`config.mk`:
```
export PLATFORM = sky130hd
export DESIGN_NAME = mem_arbiter
export DESIGN_NICKNAME = d
export VERILOG_FILES = /design/src/rtl/mem_arbiter.sv
export SDC_FILE = /design/constraint.sdc
export NUM_CORES = 1
export LEC_CHECK = 0
export CORE_AREA = 3 3 56 79
export DETAILED_ROUTE_END_ITERATION = 6
export DIE_AREA = 0 0 59 82
export PLACE_DENSITY = 0.79
export SLEW_MARGIN = 20
export SYNTH_ARGS = -nofsm -noshare
export SYNTH_HDL_FRONTEND = slang
export SYNTH_SLANG_ARGS = --single-unit
```
`constraint.sdc`:
```
create_clock -name clk -period 1.8 [get_ports clk]
set_clock_uncertainty 0.15 [all_clocks]
set_input_delay 0.36 -clock clk [delete_from_list [all_inputs] [get_ports clk]]
set_output_delay 0.36 -clock clk [all_outputs]
set_load 0.1 [all_outputs]
```
`src/rtl/mem_arbiter.sv`:
```
// Two-port memory arbiter: CPU and loader share one single-ported memory.
// Round-robin tie break with a bounded locked-burst override for the loader.
module mem_arbiter #(
  parameter int ADDR_WIDTH = 13,
  parameter int DATA_WIDTH = 8,
  parameter int MAX_BURST  = 4
) (
  input  logic                  clk,
  input  logic                  rst,
  input  logic                  cpu_req,
  input  logic                  cpu_we,
  input  logic [ADDR_WIDTH-1:0] cpu_addr,
  input  logic [DATA_WIDTH-1:0] cpu_wdata,
  output logic                  cpu_ack,
  output logic [DATA_WIDTH-1:0] cpu_rdata,
  output logic                  cpu_stall,
  input  logic                  ld_req,
  input  logic                  ld_we,
  input  logic                  ld_lock,
  input  logic [ADDR_WIDTH-1:0] ld_addr,
  input  logic [DATA_WIDTH-1:0] ld_wdata,
  output logic                  ld_ack,
  output logic [DATA_WIDTH-1:0] ld_rdata,
  output logic [ADDR_WIDTH-1:0] mem_address,
  output logic [DATA_WIDTH-1:0] mem_write_data,
  output logic                  mem_read,
  output logic                  mem_write,
  input  logic [DATA_WIDTH-1:0] mem_read_data,
  output logic                  busy
);

  localparam int CW = $clog2(MAX_BURST + 1);
  localparam logic [CW-1:0] MAXB = CW'(MAX_BURST);

  typedef enum logic [2:0] {
    IDLE,
    GRANT_CPU,
    GRANT_LD,
    ACK_CPU,
    ACK_LD
  } state_t;

  state_t                state_q, state_d;
  logic                  last_q, last_d;
  logic [CW-1:0]         burst_q, burst_d;
  logic [DATA_WIDTH-1:0] cpu_rdata_q, cpu_rdata_d;
  logic [DATA_WIDTH-1:0] ld_rdata_q, ld_rdata_d;

  logic lock_win;
  logic tie_ld;
  logic grant_cpu;
  logic grant_ld;

  // last_q == 1 means the loader was granted most recently
  assign lock_win  = last_q & ld_lock & (burst_q < MAXB);
  assign tie_ld    = ~last_q | lock_win;
  assign grant_cpu = cpu_req & (~ld_req | ~tie_ld);
  assign grant_ld  = ld_req & (~cpu_req | tie_ld);

  always_comb begin
    state_d     = state_q;
    last_d      = last_q;
    burst_d     = burst_q;
    cpu_rdata_d = cpu_rdata_q;
    ld_rdata_d  = ld_rdata_q;
    unique case (state_q)
      IDLE: begin
        unique case (1'b1)
          grant_cpu: begin
            state_d = GRANT_CPU;
            last_d  = 1'b0;
            burst_d = '0;
          end
          grant_ld: begin
            state_d = GRANT_LD;
            last_d  = 1'b1;
            if (!ld_lock)
              burst_d = '0;
            else if (burst_q != MAXB)
              burst_d = burst_q + 1'b1;
          end
          default: state_d = IDLE;
        endcase
      end
      GRANT_CPU: begin
        state_d = ACK_CPU;
        if (!cpu_we) cpu_rdata_d = mem_read_data;
      end
      GRANT_LD: begin
        state_d = ACK_LD;
        if (!ld_we) ld_rdata_d = mem_read_data;
      end
      ACK_CPU: state_d = IDLE;
      ACK_LD:  state_d = IDLE;
      default: state_d = IDLE;
    endcase
  end

  always_ff @(posedge clk or negedge rst) begin
    if (!rst) begin
      state_q     <= IDLE;
      last_q      <= 1'b1;
      burst_q     <= '0;
      cpu_rdata_q <= '0;
      ld_rdata_q  <= '0;
    end else begin
      state_q     <= state_d;
      last_q      <= last_d;
      burst_q     <= burst_d;
      cpu_rdata_q <= cpu_rdata_d;
      ld_rdata_q  <= ld_rdata_d;
    end
  end

  // Strobes decode straight from the state flop so a reset kills them at once
  always_comb begin
    mem_address    = '0;
    mem_write_data = '0;
    mem_read       = 1'b0;
    mem_write      = 1'b0;
    unique case (state_q)
      GRANT_CPU: begin
        mem_address    = cpu_addr;
        mem_write_data = cpu_wdata;
        mem_write      = cpu_we;
        mem_read       = ~cpu_we;
      end
      GRANT_LD: begin
        mem_address    = ld_addr;
        mem_write_data = ld_wdata;
        mem_write      = ld_we;
        mem_read       = ~ld_we;
      end
      default: begin
        mem_address    = '0;
        mem_write_data = '0;
      end
    endcase
  end

  assign cpu_ack   = (state_q == ACK_CPU);
  assign ld_ack    = (state_q == ACK_LD);
  assign busy      = (state_q != IDLE);
  assign cpu_rdata = cpu_rdata_q;
  assign ld_rdata  = ld_rdata_q;
  assign cpu_stall = cpu_req & ~cpu_ack;

endmodule

```
---- Word-level counts from Yosys, hierarchy flattened ----
Index checks and enable logic that the tools add are counted.
word-level totals
  input bits .............................. 57
  output and inout port bits .............. 43
  register bits after elaboration ......... 23
operators by class
  reductions and logical operators ........ 7
  add/sub/neg operators ................... 1
  bitwise logic cells ..................... 15
  eq/ne operators ......................... 6
  mux-type cells .......................... 10
  magnitude comparators ................... 1
operator list
  cell                                                 count
  case mux 13 bit (2 select lines)                     1
  case mux 8 bit (2 select lines)                      1
  case mux 3 bit (3 select lines)                      1
  inverter 1 bit                                       7
  equality test 3 x 2 -> 1 bit, second input constant  2
  two-way mux 3 bit                                    2
  case mux 1 bit (2 select lines)                      3
  case mux 3 bit (2 select lines)                      1
  AND reduction 2 bit                                  3
  bitwise AND 1 bit                                    5
  case mux 2 bit (2 select lines)                      1
  adder 3 x 1 -> 3 bit, second input constant          1
  equality test 3 x 1 -> 1 bit, second input constant  1
  equality test 3 bit, second input constant           1
  zero test 3 bit                                      1
  less-than comparator 3 bit, second input constant    1
  != test 3 x 2 -> 1 bit, second input constant        1
  != test 3 bit, second input constant                 1
  OR 1 bit                                             3
  AND reduction 3 bit                                  1
  nonzero test 3 bit                                   1
  nonzero test 2 bit                                   1

---- Longest topological paths before layout ----
Gate-level depths: netlist (run 1).
  word-level depth ........................ 8
  depth in mapped cells ................... 5
  gate-level depth less buffers ........... 5

---- Least setup slack after synthesis (run 1) ----
No wires, ideal clock.
  path kind ............................... reg-to-output
  start point ............................. reg state_q[2]
  end point ............................... out ld_ack
  path slack .............................. -1.351 ns
  data arrival time ....................... 2.641 ns
  stages on the path, launching flop included .. 2
  path buffers ............................ 0
  cell sequence ........................... dfrtp_1 nor3b_1
on the way
  cells in the longest elaborated chain, start to end .. 1
RTL lines
  what                      line  RTL
  start: declaration        43    state_t state_q, state_d;
  start signal: assignment  107   state_q <= state_d;
  equality test 3 bit       142   assign ld_ack = (state_q == ACK_LD);
  end: declaration          22    output logic ld_ack,
No other way between the ends.

---- Worst setup path after layout (run 1) ----
  start point ............................. reg state_q[0]
  end point ............................... out mem_write
on the way
  cells in the longest elaborated chain, start to end .. 2
RTL lines
  what                                                                                 line  RTL
  equality test 3 x 2 -> 1 bit / equality test 3 x 1 -> 1 bit (equally long branches)  121   unique case (state_q)
  case mux 1 bit (2 select lines) (*)                                                  121
  end: declaration                                                                     27    output logic mem_write,
Mark *: on every way between the ends. The rest lies on a longest branch, timed or not.

==> metrics.txt, run 1 <==
run status=complete, but fails checks; violated checks=setup timing; crit-path cells=nor3b_4 -> buf_4 -> buf_6 -> a22o_4 -> buf_12; DRC Markers=0; cts bufs inserted=3; global-route wire length before repair=roughly 8300 um; placed insts=roughly 260; final setup fails=32; Max-Cap Viols=0; Post-synth EDFFs=0; Syn Inst Count=103; ratio of cells with drive above 1 in the final layout=0.475; Via-to-Cell Ratio=approximately 5.4; actual slew at the worst max-slew pin=between 0.3 and 0.4 ns; die footprint=between 4000 and 5000 um^2; Die Y=82 um; post-synthesis async set-or-reset flop share=1.00; number of distinct library cells after synthesis=28; Fin. Hold Viols=0; area growth from synthesis to layout=159%; DR iter-0 viols=32; placed cell areas=3020 um^2; delay-heaviest family, CP=buffers and inverters; I/O pin total=100; crit path time final=approximately 2.1 ns; #FFs+latches synth=23; Skew-Pair Late Insertion Delay=0.26 ns; commonest non-fill, non-tap cells in the layout=56 x clkdlybuf4s50_1, 43 x buf_12, 22 x a22o_4; crit end category=primary output; GRT Total Usage=0.232; Final nets=283; fmax=0.476 GHz; initial antenna violation count=0; wire per inst=between 20 and 25 um; fin crit share=1.17; antenna-violating nets left=0; H-tree levels=1; Syn Std Cell Area=1240 um^2; worst-path fanout max=4; antenna diode count=0; number of global-route vias before repair=~1600; GR Overflow Total=0; Slew Viols, Final=0; WP data arrival=1.59 ns; Crit path largest cell delay=about 0.45 ns; GP Congestion=~0.72; CTS tree=done; Filler Cell Count=196; Layout Utilization=0.835; clock buffer depth=2; CP Data Required Time=about 1.3 ns; multi-input combinational cell area=~860 um^2; RSZ-0062 raised after global routing=yes; Crit path buffers/inverters=3; syn avg cell area=about 12 um^2; Crit Path Class=flip-flop to primary output; final instance area=between 3000 and 4000 um^2; commonest non-fill, non-tap cell in the layout=clkdlybuf4s50_1; Buffers on Ports=99; core area=between 3000 and 4000 um^2; setup slack after layout=-0.300 ns; clock sinks=23; Hold Crit Class=input port to async pin; CP max-delay cell=dfrtp_2; WL final=a little under 6000 um; Worst-path clk slew=0.08 ns; largest net degree at the start of global routing=20; register area share after synthesis=0.465; Detailed Place HPWL=about 4300 um; syn nets=162; CP startpoint kind=flip-flop; 1st-pass router iterations=4; Slew headroom=0.786; Reg area=approximately 580 um^2; final cell count without fillers=266; yosys warns=0; Root Driver=clkbuf_8; routed vias=~1400; Main synth FF type=dfrtp_1; Chip Width=~60 um; Initial Util=0.322; # rows=27
==> final timing paths <==
| path | endpoint | cells after the start | from | slack [ns] |
|---|---|---|---|---|
| worst max-delay path | mem_write | 5 | state_q[0] | -0.30 |
| worst max register to register | cpu_rdata[4] | 5 | state_q[1] | -0.04 |
| worst min register to register | burst_q[1] | 1 | burst_q[1] | 0.39 |
| max in group asynchronous | last_q | 2 | rst | 0.77 |
| worst min-delay path | ld_rdata[2] | 1 | rst | 0.16 |
| min in group clk | burst_q[1] | 1 | burst_q[1] | 0.39 |
==> cell families after synthesis <==
logic type	count (synthesis)	synth area share
AOI/OAI and AO/OA	33	0.224
DFF	23	0.465
muxes	17	0.154
and+or+nand+nor	17	0.0958
buffers and inverters	11	0.0413
adders and majority gates	2	0.0202
==> layer usage <==
layer | track usage | vias up | share of wire
met2 | 0.463 | 81 | 0.59
met1 | 0.226 | 714 | 0.31
li1 | - | 634 | -
met4 | 0.0726 | 0 | 0.029
met5 | 0 | - | 0
met3 | 0.0550 | 12 | 0.070
==> registers in the layout, indices dropped and copies added, names as in the netlist <==
name	count
burst_q	3
ld_rdata	8
last_q	1
state_q	3
cpu_rdata	8
==> area by class of cell <==
class / count / share of cell area
inverter: 5 / 0.00661
sequential: 23 / 0.180
clock buffer: 4 / 0.0140
multi-input combinational: 69 / 0.268
timing repair buffer: 122 / 0.514
tap: 43 / 0.0167
==> Yosys cell counts (3+ instances only) <==
master,count,area (um^2)
a22o_1,23,201
dfrtp_1,22,551
mux2_1,16,180
inv_1,4,15.0
a21oi_1,3,15.0
nor2b_1,3,18.8
==> what timing repair did <==
action,CTS,global route
hold buffers,0,0
setup buffers,3,1
cloned,2,0
setup endpoints to repair,35,40
pin swaps,12,7
gates resized for setup,22,5
==> through the flow <==
stage / worst slack [ns] / hold WS [ns] / TNS [ns]
after detailed placement: -0.0662 / 0.367 / -1.05
after floorplan: -0.183 / -0.0856 / -0.966
after CTS: -0.267 / 0.164 / -6.21
final: -0.300 / 0.159 / -6.76
after global placement: -0.0547 / 0.340 / -0.347
after global routing: -0.339 / 0.164 / -8.12
==> worst register-to-register path, delay by kind of cell, from the launching register on <==
family | cells | cell delay (ns)
AND/OR/NAND/NOR | 2 | 0.41
buffers and inverters | 2 | 0.36
multiplexers | 1 | 0.36
flip-flops | 1 | 0.44
Power of run 1 is left out: the tool's default activity adds up to more than one toggle a clock period on the data nets, which glitch-free logic cannot reach.
==> run 2, diff against run 1 <==
--- a/config.mk
+++ b/config.mk
@@ -8,7 +8,7 @@
 export CORE_AREA = 3 3 56 79
 export DETAILED_ROUTE_END_ITERATION = 6
 export DIE_AREA = 0 0 59 82
-export PLACE_DENSITY = 0.79
+export PLACE_DENSITY_LB_ADDON = 0.1
 export SLEW_MARGIN = 20
 export SYNTH_ARGS = -nofsm -noshare
 export SYNTH_HDL_FRONTEND = slang
==> run 2 against run 1 <==
Effect of this change:
- the flow still finishes with violations (setup timing)
- worst setup slack lost 0.095 ns
- count of clock-buffer cells in the layout shrank 1
- via count grew 0.97%
- hold slack gained 0.16 ns
- final cell count grew 4.9%
- critical path depth grew 1
- design area grew 6.5%
- sequential cell count is the same
- critical path type unchanged
==> metrics.txt, run 2 (synthesis gave the netlist of run 1 again) <==
Crit Path Class=flip-flop to primary output (unchanged); largest net degree at the start of global routing=24 (was 20); DR iter-0 viols=32 (unchanged); internal reg-to-reg setup slack=-0.09 ns (was -0.04 ns); multi-input combinational cell area=907 um^2 (was 862 um^2); DRC Markers=0 (unchanged); WP data arrival=1.68 ns (was 1.59 ns); clock sinks=23 (unchanged); Via-to-Cell Ratio=5.22 (was 5.42); Reg-to-Reg Start=state_q[2] (was state_q[1]); Worst-path clk slew=0.09 ns (was 0.08 ns); DP Worst Slack=-0.210 ns (was -0.0662 ns); GR Overflow Total=0 (unchanged); Final nets=296 (was 283); CTS Hold Bufs=0 (unchanged); RSZ-0062 raised after global routing=yes (unchanged); initial antenna violation count=0 (unchanged); crit path time final=2.19 ns (was 2.10 ns); crit end category=primary output (unchanged); GRT busiest layer=met2 (unchanged); global-route wire length before repair=7210 um (was 8300 um); worst setup path end=mem_address[2] (was mem_write); Top cell by count, worst path=buf_12; Filler Cell Count=156 (was 196); 1st-pass router iterations=4 (unchanged); CP max-delay cell=dfrtp_2 (unchanged); met3 Usage GRT=0.0283 (was 0.0550); CP startpoint kind=flip-flop (unchanged); crit-path cells=buf_6 -> nor3b_4 -> buf_12 -> clkbuf_16 -> a22o_4 -> buf_12 (was nor3b_4 -> buf_4 -> buf_6 -> a22o_4 -> buf_12); Slew headroom=0.799 (was 0.786); setup tns final=-9.82 ns (was -6.76 ns); Fin. Hold Viols=0 (unchanged); setup slack after layout=-0.395 ns (was -0.300 ns); antenna diode count=0 (unchanged); Slew Viols, Final=0 (unchanged); commonest non-fill, non-tap cell in the layout=clkdlybuf4s50_1 (unchanged); Skew-Pair Late Insertion Delay=0.27 ns (was 0.26 ns); Initial Util=0.322 (unchanged); GP Congestion=0.711 (was 0.725); wire per inst=19.9 um (was 22.3 um); die footprint=4840 um^2 (unchanged); WL final=5560 um (was 5920 um); final cell count without fillers=279 (was 266); violated checks=setup timing (unchanged); GRT met2 Usage=0.374 (was 0.463); ratio of cells with drive above 1 in the final layout=0.555 (was 0.475); met1 usage=0.207 (was 0.226); actual slew at the worst max-slew pin=0.300 ns (was 0.318 ns); CTS tree=done (unchanged); Reg area=579 um^2 (was 581 um^2); Crit path largest cell delay=0.43 ns (was 0.45 ns); Hold Crit Class=input port to async pin (unchanged); R2R Path End=cpu_rdata[5] (was cpu_rdata[4]); antenna-violating nets left=0 (unchanged); CP Data Required Time=1.29 ns (about the same); commonest non-fill, non-tap cells in the layout=56 x clkdlybuf4s50_1, 46 x buf_12, 22 x a22o_4 (was 56 x clkdlybuf4s50_1, 43 x buf_12, 22 x a22o_4); cts bufs inserted=3 (unchanged); GRT Total Usage=0.192 (was 0.232); fmax=0.456 GHz (was 0.476 GHz); clock buffer depth=2 (unchanged); area growth from synthesis to layout=176% (was 159%); worst-path fanout max=6 (was 4); Buffers on Ports=99 (unchanged); number of global-route vias before repair=1567 (was 1604); H-tree levels=1 (unchanged); Die Y=82 um (unchanged); core area=3850 um^2 (unchanged); run status=complete, but fails checks (unchanged); Root Driver=clkbuf_8 (unchanged); fin crit share=1.22 (was 1.17); Chip Width=59 um (unchanged); R2R depth=6 (was 5); # rows=27 (unchanged); placed insts=259 (was 256); hold slack=0.314 ns (was 0.159 ns); I/O pin total=100 (unchanged); routed vias=1455 (was 1441); Detailed Place HPWL=3750 um (was 4270 um); Max-Cap Viols=0 (unchanged); final setup fails=40 (was 32); Critical path origin=state_q[0] (unchanged)
[run 2: what timing repair did]
action	in CTS	in global routing
gates resized for setup	15	27
setup buffers	10	7
endpoints found under the hold margin	0	0
endpoints found under the setup margin	46	46
pin swaps	4	18
cloned	1	2
[run 2: per-layer routing]
layer | routed length [um] | part of all wire
met5 | 0 | 0
met4 | 61 | 0.011
met3 | 277 | 0.050
met2 | 3260 | 0.59
met1 | 1960 | 0.35
[run 2: worst min path at each step]
stage,start,endpoint,slack [ns],depth (start not counted)
after floorplan,rst,burst_q[0],-0.09,0
final,rst,cpu_rdata[6],0.31,2
after global placement,burst_q[2],burst_q[2],0.34,1
after detailed placement,burst_q[1],burst_q[1],0.36,1
after global routing,rst,cpu_rdata[6],0.34,2
after CTS,rst,ld_rdata[7],0.31,2
[run 2: cell type report]
| type | count | share of cell area |
|---|---|---|
| inverter | 5 | 0.00621 |
| multi-input combinational | 69 | 0.265 |
| timing repair buffer | 135 | 0.530 |
| clock buffer | 3 | 0.0121 |
| tap | 43 | 0.0157 |
| sequential | 23 | 0.169 |
| clock inverter | 1 | 0.00219 |
[run 2: metrics by stage]
step / area (um^2) / util
after floorplan: 1470 / -
after global placement: 3090 / 0.803
after global routing: 3420 / 0.889
after detailed placement: 3090 / 0.803
after CTS: 3290 / 0.854
final: 3420 / 0.889
[run 2: worst max-delay path: cells and delay by family (launching register included)]
| family | cells | cell delay, ns |
|---|---|---|
| AOI/OAI and AO/OA | 1 | 0.26 |
| DFF | 1 | 0.43 |
| and+or+nand+nor | 1 | 0.15 |
| buffers and inverters | 4 | 0.58 |
Power of run 2 is left out for the same reason.
